==> config.mk <==
export PLATFORM = sky130hd
export DESIGN_NAME = simulador_planta_vinho
export DESIGN_NICKNAME = d
export VERILOG_FILES = /design/src/rtl/simulador_planta_vinho_pkg.sv /design/src/rtl/simulador_planta_vinho_contador.sv /design/src/rtl/simulador_planta_vinho.sv
export SDC_FILE = /design/constraint.sdc
export NUM_CORES = 1
export LEC_CHECK = 0
export CORE_MARGIN = 10
export CORE_UTILIZATION = 40
export CTS_BUF_LIST = sky130_fd_sc_hd__clkbuf_4
export CTS_CLUSTER_SIZE = 12
export DETAILED_ROUTE_END_ITERATION = 8
export GPL_ROUTABILITY_DRIVEN = 1
export HOLD_SLACK_MARGIN = 0.1
export SKIP_LAST_GASP = 1
export SYNTH_ARGS = -nofsm -noshare
export SYNTH_HDL_FRONTEND = slang
export SYNTH_SLANG_ARGS = --single-unit
==> constraint.sdc <==
create_clock -name clk -period 4.85 [get_ports clk]
set_input_delay 0.97 -clock clk [delete_from_list [all_inputs] [get_ports clk]]
set_output_delay 0.97 -clock clk [all_outputs]
set_load 0.1 [all_outputs]
==> src/rtl/simulador_planta_vinho_pkg.sv <==
// Purpose: shared types and defaults for the wine bottling line plant emulator.
// Latency: n/a (types, constants and a width helper only).
// Backpressure: n/a.
package simulador_planta_vinho_pkg;

  // Position of the single bottle travelling through the line.
  typedef enum logic [2:0] {
    INICIO     = 3'd0,
    ENCHIMENTO = 3'd1,
    CQ         = 3'd2,
    FINAL      = 3'd3,
    DESCARTE   = 3'd4
  } estado_t;

  // Default plant timing.
  localparam int TICKS_SEGMENTO_PAD = 4;
  localparam int TICKS_ENCHER_PAD   = 3;
  localparam int TICKS_RETIRADA_PAD = 2;
  localparam int REPROVA_N_PAD      = 3;

  // Width of the delivered/discarded bottle counters and the bottle index.
  localparam int LARGURA_CONTADOR = 8;

  // Bits needed to hold values 0..n; never less than one bit.
  function automatic int largura_cnt(input int n);
    return (n <= 1) ? 1 : $clog2(n + 1);
  endfunction

endpackage

==> src/rtl/simulador_planta_vinho_contador.sv <==
// Purpose: small counter with enable/clear; wraps at LIMITE-1 or saturates at LIMITE.
// Latency: done is a flop, true in the same cycle the count reaches its target.
// Backpressure: none; en is sampled every cycle, clr wins over en.
module contador_modulo
  import simulador_planta_vinho_pkg::*;
#(
  parameter int LIMITE = 4,
  parameter bit SATURA = 1'b0
) (
  input  logic clk,
  input  logic reset,
  input  logic en,
  input  logic clr,
  output logic done
);

  localparam int W = largura_cnt(LIMITE);
  // Terminal-count mode flags LIMITE-1 (and wraps there); saturating mode flags LIMITE.
  localparam logic [W-1:0] ALVO = SATURA ? W'(LIMITE) : W'(LIMITE - 1);

  logic [W-1:0] cnt;
  logic [W-1:0] cnt_prox;

  // Next count: clear first, then advance (wrap or hold at the target).
  always_comb begin
    cnt_prox = cnt;
    if (clr) begin
      cnt_prox = '0;
    end else if (en) begin
      if (cnt == ALVO) begin
        cnt_prox = SATURA ? cnt : '0;
      end else begin
        cnt_prox = cnt + 1'b1;
      end
    end
  end

  // Count and done are both registered so done can drive an output directly.
  always_ff @(posedge clk) begin
    if (!reset) begin
      cnt  <= '0;
      done <= (ALVO == '0);
    end else begin
      cnt  <= cnt_prox;
      done <= (cnt_prox == ALVO);
    end
  end

endmodule

==> src/rtl/simulador_planta_vinho.sv <==
// Purpose: plant emulator; turns controller actuator commands into station/level/QC sensors.
// Latency: every output is a flop; sensors change one cycle after the qualifying command.
// Backpressure: none; commands are sampled every cycle and illegal ones raise erro_planta.
module simulador_planta_vinho
  import simulador_planta_vinho_pkg::*;
#(
  parameter int TICKS_SEGMENTO = TICKS_SEGMENTO_PAD,
  parameter int TICKS_ENCHER   = TICKS_ENCHER_PAD,
  parameter int TICKS_RETIRADA = TICKS_RETIRADA_PAD,
  parameter int REPROVA_N      = REPROVA_N_PAD
) (
  input  logic       clk,
  input  logic       reset,
  input  logic       motor_ativo,
  input  logic       valvula_ativa,
  input  logic       vedacao_ativa,
  input  logic       descarte_ativo,
  output logic       sensor_posicao_enchimento,
  output logic       sensor_nivel,
  output logic       sensor_posicao_cq,
  output logic       resultado_cq,
  output logic       sensor_final,
  output logic       erro_planta,
  output logic [7:0] garrafas_entregues,
  output logic [7:0] garrafas_descartadas
);

  estado_t                     estado;
  logic                        vedada;
  logic                        aprovada;
  logic [LARGURA_CONTADOR-1:0] indice_garrafa;

  logic cheia;
  logic pos_done;
  logic ret_done;
  logic falha_injetada;
  logic falha_comando;

  logic pos_en, pos_clr;
  logic nivel_en, nivel_clr;
  logic ret_en;
  logic saida_enchimento;
  logic descarte_cq;
  logic remocao;

  // A bottle is moved by the motor everywhere except at the end positions,
  // and a discard command at QC freezes conveyor travel for that cycle.
  assign descarte_cq      = (estado == CQ) && descarte_ativo;
  assign pos_en           = motor_ativo &&
                            ((estado == INICIO) || (estado == ENCHIMENTO) ||
                             ((estado == CQ) && !descarte_ativo));
  assign saida_enchimento = (estado == ENCHIMENTO) && motor_ativo && pos_done;
  assign ret_en           = (estado == FINAL) || (estado == DESCARTE);
  assign remocao          = ret_en && ret_done;
  assign pos_clr          = remocao || descarte_cq;

  // Level only builds at the filling station; it is dropped when the bottle
  // leaves so sensor_nivel never reports a bottle that is no longer there.
  assign nivel_en  = (estado == ENCHIMENTO) && valvula_ativa;
  assign nivel_clr = saida_enchimento || remocao;

  assign sensor_nivel = cheia;
  assign resultado_cq = aprovada;

  contador_modulo #(
    .LIMITE (TICKS_SEGMENTO),
    .SATURA (1'b0)
  ) u_pos_cnt (
    .clk   (clk),
    .reset (reset),
    .en    (pos_en),
    .clr   (pos_clr),
    .done  (pos_done)
  );

  contador_modulo #(
    .LIMITE (TICKS_ENCHER),
    .SATURA (1'b1)
  ) u_nivel_cnt (
    .clk   (clk),
    .reset (reset),
    .en    (nivel_en),
    .clr   (nivel_clr),
    .done  (cheia)
  );

  contador_modulo #(
    .LIMITE (TICKS_RETIRADA),
    .SATURA (1'b0)
  ) u_ret_cnt (
    .clk   (clk),
    .reset (reset),
    .en    (ret_en),
    .clr   (1'b0),
    .done  (ret_done)
  );

  // Every REPROVA_N-th bottle is forced to fail QC; REPROVA_N = 0 turns this off.
  if (REPROVA_N > 0) begin : g_injecao
    assign falha_injetada = ((int'(indice_garrafa) % REPROVA_N) == (REPROVA_N - 1));
  end else begin : g_sem_injecao
    assign falha_injetada = 1'b0;
  end

  // Commands that a real plant could not honour (or that would spill wine).
  assign falha_comando = (valvula_ativa  && (estado != ENCHIMENTO)) ||
                         (valvula_ativa  && cheia) ||
                         (vedacao_ativa  && (estado != ENCHIMENTO)) ||
                         (descarte_ativo && (estado != CQ));

  // Bottle position FSM with registered station sensors, QC latch and tallies.
  always_ff @(posedge clk) begin
    if (!reset) begin
      estado                    <= INICIO;
      vedada                    <= 1'b0;
      aprovada                  <= 1'b0;
      indice_garrafa            <= '0;
      sensor_posicao_enchimento <= 1'b0;
      sensor_posicao_cq         <= 1'b0;
      sensor_final              <= 1'b0;
      erro_planta               <= 1'b0;
      garrafas_entregues        <= '0;
      garrafas_descartadas      <= '0;
    end else begin
      if (falha_comando) begin
        erro_planta <= 1'b1;
      end

      case (estado)
        INICIO: begin
          if (motor_ativo && pos_done) begin
            estado                    <= ENCHIMENTO;
            sensor_posicao_enchimento <= 1'b1;
          end
        end

        ENCHIMENTO: begin
          if (vedacao_ativa && cheia) begin
            vedada <= 1'b1;
          end
          if (saida_enchimento) begin
            estado                    <= CQ;
            sensor_posicao_enchimento <= 1'b0;
            sensor_posicao_cq         <= 1'b1;
            // A seal applied in the leaving cycle still counts.
            aprovada <= cheia && (vedada || vedacao_ativa) && !falha_injetada;
          end
        end

        CQ: begin
          if (descarte_ativo) begin
            estado            <= DESCARTE;
            sensor_posicao_cq <= 1'b0;
            aprovada          <= 1'b0;
          end else if (motor_ativo && pos_done) begin
            estado            <= FINAL;
            sensor_posicao_cq <= 1'b0;
            aprovada          <= 1'b0;
            sensor_final      <= 1'b1;
          end
        end

        FINAL: begin
          if (ret_done) begin
            estado             <= INICIO;
            sensor_final       <= 1'b0;
            garrafas_entregues <= garrafas_entregues + 1'b1;
            indice_garrafa     <= indice_garrafa + 1'b1;
            vedada             <= 1'b0;
          end
        end

        DESCARTE: begin
          if (ret_done) begin
            estado               <= INICIO;
            garrafas_descartadas <= garrafas_descartadas + 1'b1;
            indice_garrafa       <= indice_garrafa + 1'b1;
            vedada               <= 1'b0;
          end
        end

        default: begin
          estado <= INICIO;
        end
      endcase
    end
  end

endmodule

# == Yosys cells after proc, flatten, opt, wreduce, memory -nomap -nowiden ==
# Cells that the tools add are included.
# classes
n_div,1
n_mux,28
add_sub_neg,6
n_eq_ne,21
n_reduce_logical,40
# ops
op,count
== test 32 x 3 -> 1 bit (second input constant),1
modulo 9 x 3 -> 32 bit (second input constant),1
adder 8 x 1 -> 8 bit (second input constant),3
two-way mux 3 bit,8
logical AND 1 bit,15
== test 3 x 2 -> 1 bit (second input constant),4
case mux 3 bit (4 select lines),1
two-way mux 2 bit,5
!= test 2 x 1 -> 1 bit (second input constant),5
case mux 1 bit (2 select lines),5
logical OR 1 bit,9
two-way mux 1 bit,9
AND reduction 3 bit,3
AND reduction 4 bit,2
nonzero test 2 bit,4
!= test 3 x 2 -> 1 bit (second input constant),2
AND reduction 2 bit,3
adder 2 x 1 -> 2 bit (second input constant),2
== test 2 x 1 -> 1 bit (second input constant),2
== test 2 bit (second input constant),2
!= test 2 bit (second input constant),2
adder 3 x 1 -> 3 bit (second input constant),1
== test 3 x 1 -> 1 bit (second input constant),1
== test 3 bit (second input constant),1
4 further kinds,5
# totals
regBits,43
elab_cells,112
inputBits,6
out_inout_bits,22

# == Logic depth before layout (Yosys ltp) ==
# logic_depth
ltp_word,7
depth_mapped,21
depth_no_buf,19

# == Hierarchy ==
# Synthesis repeated with hierarchy kept, for this count alone.
# hier_totals
hier_cells,344
area_unflattened_um2,2870.3
# by_module_without_submodules
module,area_per_inst_um2,seq_area_each_um2,cells_each,instances
simulador_planta_vinho,2457.4,660.6,306,1
contador_modulo at u_pos_cnt,191.4,80.1,20,1
contador_modulo at u_nivel_cnt,117.6,60.1,10,1
contador_modulo at u_ret_cnt,103.8,60.1,8,1

# == Least setup slack after synthesis ==
# Ideal clock, no wire load.
# synth_path
path_kind,register to register
start,register indice_garrafa[6]
end,register aprovada (netlist: resultado_cq)
arrival_ns,4.210
stages_incl_launch_ff,21
required_time_ns,4.728
n_path_buf,2
setup_time_ns,0.122
setup_slack_ns,0.518
period_less_slack_ns,4.332
cell_sequence,dfxtp_1 -> buf_4 -> clkbuf_1 -> ha_1 -> nand3b_1 -> a32o_1 -> o21ai_0 -> o211a_1 -> nand2b_1 -> nand2_1 -> o21ai_0 -> ha_1 -> inv_1 -> o311ai_2 -> nor4_4 -> xnor2_1 -> ha_1 -> nand2_1 -> or4_1 -> and3_1 -> o311a_1
# synth_between
elab_chain_cells,6
# synth_rtl
element,line,rtl
start: declaration,simulador_planta_vinho.sv:31,logic [LARGURA_CONTADOR-1:0] indice_garrafa;
start signal: assignment,simulador_planta_vinho.sv:168,indice_garrafa <= indice_garrafa + 1'b1;
start signal: assignment,simulador_planta_vinho.sv:177,indice_garrafa <= indice_garrafa + 1'b1;
modulo 9 x 3 -> 32 bit,simulador_planta_vinho.sv:100,assign falha_injetada = ((int'(indice_garrafa) % REPROVA_N) == (REPROVA_N - 1));
== test 32 x 3 -> 1 bit,simulador_planta_vinho.sv:100,
logical NOT 1 bit,simulador_planta_vinho.sv:146,aprovada <= cheia && (vedada || vedacao_ativa) && !falha_injetada;
logical AND 1 bit,simulador_planta_vinho.sv:146,
two-way mux 1 bit,simulador_planta_vinho.sv:141,if (saida_enchimento) begin
case mux 1 bit (2 select lines),simulador_planta_vinho.sv:129,case (estado)
end signal: assignment,simulador_planta_vinho.sv:146,
end: declaration,simulador_planta_vinho.sv:30,logic aprovada;
# No other way between the ends. The select of a mux whose other input is x is not followed.
# A chain may end at the register's enable or synchronous reset.

# == Worst setup path after layout ==
# layout_path
start,register indice_garrafa[7]
end,register aprovada (netlist: resultado_cq)
# The elaborated chain is that of the path after synthesis.

==> impl_metrics.py <==
metrics = {
    "power": {
        "leakagePower_uw": 0.00128,
        "ir_worst_vdd_mv": 0.159,
        "powerDensity_nw_per_um2": 157,
    },
    "worst_setup_path": {
        "crit_family": "simple AND/OR/NAND/NOR gates",
        "cp.depth": 17,
        "cp_slowest_cell": "or4_1",
        "critPathArrivalTime_ns": 4.64,
        "critPathRequiredTime_ns": 5.09,
        "startpoint_type": "flop",
        "rr_worst_depth": 17,
        "critPathCaptureType": "flop",
        "path_class": "flop to flop",
        "crit_buf_inv": 1,
        "cp_max_fo": 8,
        "cpMostUsedCell": "ha_1",
        "slowest_delay_ns": 0.51,
        "crit_chain": "ha_1, nand4bb_1, o211ai_2, a311o_1, a21oi_1, nand2b_1, o21ai_0, ha_1, inv_1, o311ai_2, nor4_4, xnor2_1, ha_1, nand2_1, or4_1, and3_1, o311a_1",
    },
    "place": {
        "place_area_um2": 3460,
        "dp_cells": 500,
        "place_congestion": 0.869,
        "portBuffers": 27,
        "place_ws_ns": 0.420,
        "dpl.hpwl_um": 5250,
    },
    "drt": {
        "wl_per_cell_um": 13.9,
        "wirelength_um": 7040,
        "vias": 2833,
        "ant_nets": 0,
        "drtIter0Drc": 117,
        "routed_via_density": 5.59,
        "dr.pass1.iters": 4,
        "drc": 0,
    },
    "layout": {
        "stdcell_count": 507,
        "area_delta_synth_final_pct": 12.7,
        "n_antenna_cell": 0,
        "mostFrequentLayoutCells": "dfxtp_1, nand2_1, clkdlybuf4s50_1, nor2_1, and2_1",
        "nets": 420,
        "final_common_cell": "dfxtp_1",
        "utilization_pct": 45.9,
        "ff_latch_area_um2": 862,
        "multi_input_area_um2": 2120,
        "fill_cells": 775,
        "stdcell_area_um2": 3510,
        "drive_gt1_share_pct": 8.15,
    },
    "outcome": {
        "status": "complete, no violations",
    },
    "clock_network": {
        "cts_inserted_buffers": 5,
        "cts_hold_buffers": 0,
        "cts_tree": "yes",
        "cts_buffer_depth": 2,
        "cts.sinks": 43,
        "worstSkewPairLatency_ns": 0.35,
        "path_clk_slew_ns": 0.12,
        "cts_htree_levels": 2,
        "clock_tree.root_cell": "clkbuf_4",
    },
    "logic_synthesis": {
        "synth_area_um2": 3110,
        "async_flop_share_pct": 0,
        "synthFlopType": "dfxtp_1",
        "yosys_warnings": 0,
        "synth-edff-count": 0,
        "ys_seq_area_share_pct": 27.6,
        "syn_nets": 399,
        "synth_cells": 384,
        "yosys_register_bits": 43,
        "yosysUniqueCellTypes": 68,
        "syn_avg_cell_area_um2": 8.11,
    },
    "timing": {
        "timing.final.max_slew_violations": 0,
        "slew_headroom_pct": 34.3,
        "layout_setup_ws_ns": 0.444,
        "rsz0062_at_grt": "false",
        "fin_crit_sh_pct": 90.8,
        "tns_ns": 0,
        "tightestPinTransition_ns": 0.982,
        "clock_skew_ns": 0.0125,
        "setup_viol": 0,
        "fmax_mhz": 227,
        "fin_crit_ns": 4.41,
        "final_hold_viol_count": 0,
    },
    "grt": {
        "antenna_found_initial": 0,
        "grt_pass1_wl_um": 12300,
        "track_usage_pct": 12.4,
        "grt_pass1_vias": 2674,
        "grt_max_degree": 31,
        "gr-total-overflow": 0,
    },
    "floorplanning": {
        "die_w_um": 108,
        "initial_core_util_pct": 40.7,
        "fp.coreArea_um2": 7650,
        "io_pins": 28,
        "die-area_um2": 11700,
        "rows": 32,
        "die_y_um": 108,
    },
    "flow_run": {
        "maxCapViolCount": 0,
    },
    "hold_path": {
        "hp-class": "flop to flop",
        "hold_path_depth": 1,
    },
}
## registers in the layout, indices dropped and copies added (netlist names)
| signal | cells |
|---|---|
| erro_planta | 1 |
| estado | 3 |
| garrafas_descartadas | 8 |
| garrafas_entregues | 8 |
| indice_garrafa | 8 |
| resultado_cq | 1 |
| sensor_final | 1 |
| sensor_posicao_cq | 1 |
| sensor_posicao_enchimento | 1 |
| u_nivel_cnt.cnt | 2 |
| u_nivel_cnt.done | 1 |
| u_pos_cnt.cnt | 3 |
| u_pos_cnt.done | 1 |
| u_ret_cnt.cnt | 2 |
| u_ret_cnt.done | 1 |
| vedada | 1 |
## report_power, final
group / internal, uW / switching [uW] / total [uW]
clock network: 51.5 / 110 / 162
registers: 356 / 2.74 / 358
logic: 11.4 / 18.1 / 29.5
total: 419 / 131 / 550
## metal layers
metal | GRT usage, % | share of wire (%) | vias up
met5 | 0 | 0 | -
met4 | 3.15 | 0.91 | 0
met3 | 3.09 | 5.5 | 6
met2 | 20.0 | 48 | 57
met1 | 16.0 | 45 | 1342
li1 | - | - | 1428
## worst paths after layout
path | from | to | slack [ns]
setup reg to reg | indice_garrafa[7]$_SDFFE_PN0P_ | resultado_cq$_SDFFE_PN0P_ | 0.44
hold / removal | u_ret_cnt.cnt[1]$_SDFF_PN0_ | u_ret_cnt.done$_SDFF_PN0_ | 0.44
setup / recovery | indice_garrafa[7]$_SDFFE_PN0P_ | resultado_cq$_SDFFE_PN0P_ | 0.44
hold reg to reg | u_ret_cnt.cnt[1]$_SDFF_PN0_ | u_ret_cnt.done$_SDFF_PN0_ | 0.44
## area by class of cell
class                           instances  share of cell area [%]
Tap cell                              102                    3.64
Clock buffer                            5                    1.07
Clock inverter                          2                   0.249
Sequential cell                        43                    24.6
Inverter                               11                    1.18
Multi-Input combinational cell        311                    60.3
Timing Repair Buffer                   33                    8.98
## what timing repair did
item | CTS | global route
resized for setup | 0 | 2
buffers inserted | 0 | 0
endpoints found under the setup margin | 0 | 1
endpoints found under the hold margin | 0 | 0
## worst reg2reg max path, delay by kind of cell, from the launching register on
kind	cells	cell delay [ns]
adders and majority gates	3	0.91
DFF	1	0.33
and+or+nand+nor	6	1.42
buffers and inverters	1	0.07
AOI/OAI and AO/OA	6	1.39
xor gates and xnor gates	1	0.15
## kinds of logic after synthesis
logic type	after synthesis	synth area share, %
flops	43	27.6
xor+xnor	28	7.87
simple gates	172	31.8
fa+ha+maj	9	3.62
mux	6	2.09
buf+inv	30	4.50
compound gates	96	22.5
## synth_stat cells, drive strengths merged (8+ instances only)
cell type	number	share of area [%]
nand2	34	4.1
nand2b	8	1.6
xnor2	22	6.2
clkbuf	13	1.6
o21ai	20	3.2
ha	9	3.6
nor2	24	2.9
nand4	9	1.8
and2	24	4.8
nand3	11	1.8
inv	10	1.2
dfxtp	43	28
a21oi	21	3.4
nor3	14	2.4
## metrics by stage
| step | power, uW | hold slack [ns] |
|---|---|---|
| floorplan | 385 | 0.392 |
| global placement | 396 | 0.397 |
| detailed placement | 396 | 0.415 |
| CTS | 563 | 0.443 |
| global route | 578 | 0.464 |
| finish | 550 | 0.438 |
(Power assumes the default switching activity.)
